`config.mk`:
```
export PLATFORM = sky130hd
export DESIGN_NAME = dmem_arbiter_flat
export DESIGN_NICKNAME = d
export VERILOG_FILES = /design/src/rtl/dmem_arbiter_if.sv /design/src/rtl/dmem_arbiter.sv /design/src/flat_wrapper.sv
export SDC_FILE = /design/constraint.sdc
export NUM_CORES = 1
export LEC_CHECK = 0
export ABC_AREA = 1
export CAP_MARGIN = 0
export CORE_AREA = 2 2 107 109
export DETAILED_ROUTE_END_ITERATION = 7
export DIE_AREA = 0 0 109 111
export GPL_TIMING_DRIVEN = 0
export PLACE_DENSITY = 0.82
export SYNTH_ARGS = -nofsm -noshare
export SYNTH_HDL_FRONTEND = slang
export SYNTH_SLANG_ARGS = --single-unit
```
`constraint.sdc`:
```
create_clock -name Clock -period 11.95 [get_ports Clock]
set_clock_uncertainty 0.1 [all_clocks]
set_input_delay 2.39 -clock Clock [delete_from_list [all_inputs] [get_ports Clock]]
set_output_delay 2.39 -clock Clock [all_outputs]
set_load 0.1 [all_outputs]
```
`src/rtl/dmem_arbiter_if.sv`:
```
// dmem_arbiter_if: requester, response and data-memory lines between the arbiter and its neighbours
interface dmem_arbiter_if;
  logic [1:0]  req_valid;
  logic [1:0]  req_write;
  logic [5:0]  req_f3;
  logic [63:0] req_addr;
  logic [63:0] req_data;
  logic [1:0]  req_ready;
  logic [1:0]  rsp_valid;
  logic        rsp_err;
  logic [31:0] rsp_data;
  logic [2:0]  mem_f3;
  logic [31:0] mem_addr;
  logic [31:0] mem_data;
  logic        mem_Wmem;
  logic        mem_Rmem;
  logic [31:0] mem_memOut;
  modport slave (
    input  req_valid, req_write, req_f3, req_addr, req_data, mem_memOut,
    output req_ready, rsp_valid, rsp_err, rsp_data, mem_f3, mem_addr, mem_data, mem_Wmem, mem_Rmem
  );
  modport master (
    output req_valid, req_write, req_f3, req_addr, req_data, mem_memOut,
    input  req_ready, rsp_valid, rsp_err, rsp_data, mem_f3, mem_addr, mem_data, mem_Wmem, mem_Rmem
  );
endinterface

```
`src/rtl/dmem_arbiter.sv`:
```
// dmem_arbiter: two-port arbiter and access checker in front of the big-endian data memory
module dmem_arbiter #(
  parameter int DEPTH    = 1024,
  parameter int MAX_WAIT = 8,
  parameter int CW       = 4
) (
  input logic           Clock,
  input logic           nReset,
  dmem_arbiter_if.slave bus
);
  typedef struct packed {
    logic valid;
    logic port;
    logic write;
    logic err;
  } tag_t;
  tag_t          tag_q, tag_d;
  logic [CW-1:0] starve_q, starve_d;
  logic          gnt0, gnt1, go, wr, illegal, err;
  logic [2:0]    f3, size;
  logic [31:0]   addr, data;
  always_comb begin
    gnt1 = nReset && bus.req_valid[1] && (!bus.req_valid[0] || starve_q == CW'(MAX_WAIT));
    gnt0 = nReset && bus.req_valid[0] && !gnt1;
    go   = gnt0 || gnt1;
    wr   = gnt1 ? bus.req_write[1] : bus.req_write[0];
    f3   = gnt1 ? bus.req_f3[5:3] : bus.req_f3[2:0];
    addr = gnt1 ? bus.req_addr[63:32] : bus.req_addr[31:0];
    data = gnt1 ? bus.req_data[63:32] : bus.req_data[31:0];
    size = f3[1:0] == 2'b00 ? 3'd1 : f3[1:0] == 2'b01 ? 3'd2 : 3'd4;
    illegal = f3 == 3'b011 || f3[2:1] == 2'b11 || (wr && f3[2]);
    // 33-bit sum keeps addresses near 2^32 from wrapping into range
    err = illegal || ({1'b0, addr} + 33'(size) > 33'(DEPTH));
    bus.req_ready = {gnt1, gnt0};
    bus.mem_Wmem  = go && wr && !err;
    bus.mem_Rmem  = go && !wr && !err;
    bus.mem_f3    = go && !err ? f3 : 3'd0;
    bus.mem_addr  = go && !err ? addr : 32'd0;
    bus.mem_data  = go && !err ? data : 32'd0;
    starve_d = bus.req_valid[1] && !gnt1 ? (starve_q == CW'(MAX_WAIT) ? starve_q : starve_q + 1'b1) : '0;
    tag_d = {go, gnt1, wr, err};
    bus.rsp_valid = tag_q.valid ? (tag_q.port ? 2'b10 : 2'b01) : 2'b00;
    bus.rsp_err   = tag_q.valid && tag_q.err;
    bus.rsp_data  = tag_q.valid && !tag_q.write && !tag_q.err ? bus.mem_memOut : 32'd0;
  end
  always_ff @(posedge Clock or negedge nReset) begin
    if (!nReset) begin
      tag_q    <= '0;
      starve_q <= '0;
    end else begin
      tag_q    <= tag_d;
      starve_q <= starve_d;
    end
  end
endmodule
```
`src/flat_wrapper.sv`:
```
// flat-port wrapper written by rule: the top's interface ports become plain ports
module dmem_arbiter_flat 
#(
  parameter int DEPTH    = 1024,
  parameter int MAX_WAIT = 8,
  parameter int CW       = 4
)
  (Clock, nReset, bus_req_valid, bus_req_write, bus_req_f3, bus_req_addr, bus_req_data, bus_mem_memOut, bus_req_ready, bus_rsp_valid, bus_rsp_err, bus_rsp_data, bus_mem_f3, bus_mem_addr, bus_mem_data, bus_mem_Wmem, bus_mem_Rmem);
  dmem_arbiter_if bus_i ();
  input logic Clock;
  input logic nReset;
  input wire logic [$bits(bus_i.req_valid)-1:0] bus_req_valid;
  input wire logic [$bits(bus_i.req_write)-1:0] bus_req_write;
  input wire logic [$bits(bus_i.req_f3)-1:0] bus_req_f3;
  input wire logic [$bits(bus_i.req_addr)-1:0] bus_req_addr;
  input wire logic [$bits(bus_i.req_data)-1:0] bus_req_data;
  input wire logic [$bits(bus_i.mem_memOut)-1:0] bus_mem_memOut;
  output wire logic [$bits(bus_i.req_ready)-1:0] bus_req_ready;
  output wire logic [$bits(bus_i.rsp_valid)-1:0] bus_rsp_valid;
  output wire logic [$bits(bus_i.rsp_err)-1:0] bus_rsp_err;
  output wire logic [$bits(bus_i.rsp_data)-1:0] bus_rsp_data;
  output wire logic [$bits(bus_i.mem_f3)-1:0] bus_mem_f3;
  output wire logic [$bits(bus_i.mem_addr)-1:0] bus_mem_addr;
  output wire logic [$bits(bus_i.mem_data)-1:0] bus_mem_data;
  output wire logic [$bits(bus_i.mem_Wmem)-1:0] bus_mem_Wmem;
  output wire logic [$bits(bus_i.mem_Rmem)-1:0] bus_mem_Rmem;
  assign bus_i.req_valid = bus_req_valid;
  assign bus_i.req_write = bus_req_write;
  assign bus_i.req_f3 = bus_req_f3;
  assign bus_i.req_addr = bus_req_addr;
  assign bus_i.req_data = bus_req_data;
  assign bus_i.mem_memOut = bus_mem_memOut;
  assign bus_req_ready = bus_i.req_ready;
  assign bus_rsp_valid = bus_i.rsp_valid;
  assign bus_rsp_err = bus_i.rsp_err;
  assign bus_rsp_data = bus_i.rsp_data;
  assign bus_mem_f3 = bus_i.mem_f3;
  assign bus_mem_addr = bus_i.mem_addr;
  assign bus_mem_data = bus_i.mem_data;
  assign bus_mem_Wmem = bus_i.mem_Wmem;
  assign bus_mem_Rmem = bus_i.mem_Rmem;
  dmem_arbiter #(.DEPTH(DEPTH), .MAX_WAIT(MAX_WAIT), .CW(CW)) u_core (.Clock(Clock), .nReset(nReset), .bus(bus_i));
endmodule
```
==> results.cfg <==
[run_status]
outcome = completed

[drt]
drcViolationCount = 0
routed_via_density = 4.488
routedWlPerCell_um = 14.09
totalWireLength_um = 15260
drtIter0Drc = 243
vias = 4860
first_pass_iters = 5
ant_nets = 0

[sta]
relSlewSlack_pct = 23.67
setup_violations = 0
rsz0062_at_grt = false
fmax_ghz = 0.09206
hold_viol = 0
finalCritPeriodShare_pct = 90.90
fin_crit_ns = 10.86
drv_slew = 0
setup_tns_ns = 0
tightest_slew_ns = 1.141

[global_routing]
overflow = 0
grt.total_usage_pct = 24.17
antenna_found_initial = 0
grt_pass1_vias = 4480
grt_max_degree = 12
grt_pass1_wl_um = 22750

[die]
rows = 39
die_area_um2 = 12100
initial_utilization_pct = 30.09
fp.dieH_um = 111
fp.coreArea_um2 = 11080
die_x_um = 109
ios = 278

[cts]
cts_hold_buf = 0
clk_pin_slew_worst_paths_ns = 0.04
cts_buffers = 3
cts_resized = 0
clk_path_buf_depth = 2
post_cts_buffers = 0
root_buffer = clkbuf_16
clk_latency_ns = 0.23
cts_tree = built
cts.htree.levels = 1
cts.sinks = 8

[yosys]
synthDistinctLibCells = 35
async_flop_share_pct = 100.0
synth_edf_count = 0
synth_top_area_share_pct = 21.62
synth-main-ff-cell = dfrtp_1
synth_largest_area_cell = nand2_1
synth-seq-cells = 8
syn_inst = 661
ys_warn_count = 0
synth_most_common_cell = nand2_1
ys_seq_area_share_pct = 6.006
synth_area_um2 = 3333
synthTopCellsByArea = nand2_1 22%, nor2_1 16%, inv_1 11%, mux2i_1 9.6%, dfrtp_1 6.0%
avgSynthCellArea_um2 = 5.043
synth_common_cells = 192 x nand2_1, 143 x nor2_1, 97 x inv_1

[pwr]
cellPowerDensity_nw_per_um2 = 43.23
power.leakage_nw = 3.226
vdd_drop_max_uv = 26.16
design_power_total_uw = 269.1

[hold_path]
hold_class = reg2reg

[final_layout]
fillers = 1119
area_growth_pct = 86.75
drive_gt1_share_pct = 7.340
antenna_cells = 0
final_nets = 1120

[critical_path]
crit_path_max_incr_delay_ns = 1.15
startpoint_type = input port
critPathRequiredTime_ns = 9.46
cp_common_cell = nand2_1
endpoint_kind = output port
cp_max_fo = 10
path_buf_inv = 10
crit_family = buffers and inverters
crit_arrival_ns = 8.37
cpMaxStageDelayCell = clkdlybuf4s50_1
critPathKind = in2out

[placed_design]
io_buffers = 256
gp_congestion = 0.9254
detailed_place_hpwl_um = 13190

[flow_run]
drv_cap = 0
-- state kept, by name, summed over array words and instances, names as in the netlist --
signal and count:
u_core.starve_q 4, u_core.tag_q 4
-- metrics by stage --
step	cells	hold WS (ns)	setup slack, ns	utilization [%]	instance area [um2]
2_1_floorplan	681	0.4394	2.711	-	3408
3_3_place_gp	1080	0.4641	1.071	55.52	6150
3_5_place_dp	1080	0.4688	1.062	55.52	6150
4_1_cts	1083	0.4883	1.016	56.20	6225
5_1_grt	1083	0.5258	0.5530	56.20	6225
6_report	1083	0.4776	1.087	56.20	6225
-- cell families (layout without fill, tap and decap cells) --
| group | Yosys count | in the layout | synth area share [%] |
|---|---|---|---|
| and+or+nand+nor | 419 | 419 | 52.63 |
| buffers and inverters | 153 | 412 | 21.43 |
| AOI/OAI and AO/OA | 33 | 33 | 5.368 |
| muxes | 32 | 32 | 9.610 |
| xor gates and xnor gates | 9 | 9 | 2.365 |
| DFF | 8 | 8 | 6.006 |
| adders and majority gates | 6 | 6 | 2.478 |
| other | 1 | 21 | 0.1125 |
-- area by class of cell --
type	count	area [um2]	share of cell area (%)
plain buffers	47	316.6	5.085
clock buffers	3	75.07	1.206
inverters	106	397.9	6.392
multi-input cells	520	2494	40.06
flip-flops and latches	8	200.2	3.216
well taps	143	178.9	2.874
repair buffers	256	2562	41.17
-- placed cells by master, fill, tap and decap left out, types with 8 or more instances in the layout --
master	synthesis	final
inv_1	97	97
clkbuf_1	8	8
conb_1	1	21
nand3b_1	11	11
o21ai_1	11	11
buf_4	25	25
nand3_1	37	37
nand2_1	192	192
clkdlybuf4s50_1	0	256
nor2_1	143	143
nor2_2	15	15
dfrtp_1	8	8
o21ai_0	11	11
nand4_1	9	9
mux2i_1	32	32
-- final timing paths --
kind | start | endpoint | depth (start not counted) | slack, ns
hold / removal | u_core.starve_q[3] | u_core.starve_q[3] | 2 | 0.48
max in group asynchronous | nReset | u_core.tag_q[0] | 1 | 9.09
hold reg to reg | u_core.starve_q[3] | u_core.starve_q[3] | 2 | 0.48
setup / recovery | nReset | bus_mem_addr[2] | 28 | 1.09
min in group asynchronous | nReset | u_core.tag_q[1] | 1 | 2.37
setup reg to reg | u_core.starve_q[0] | u_core.tag_q[0] | 25 | 7.59
-- tightest hold or removal path: stages, from the launching register on --
cell and delay, ns:
dfrtp_1 0.36, xor2_1 0.08, nor2_1 0.09
-- layer usage --
metal | vias to the layer above | GRT usage [%] | wire length [um]
met4 | 0 | 6.068 | 256
li1 | 2527 | - | -
met3 | 24 | 7.055 | 1618
met1 | 2096 | 29.71 | 6320
met2 | 213 | 40.83 | 7060
met5 | - | 0 | 0
-- report_power, final --
| part | leakage (nW) | switching (mW) | internal, mW |
|---|---|---|---|
| sequential | 0.0997 | 0.00129 | 0.0287 |
| combinational | 3.09 | 0.101 | 0.0823 |
| clock | 0.0370 | 0.0126 | 0.0431 |
Note: power is estimated with default switching activity, not from simulation.
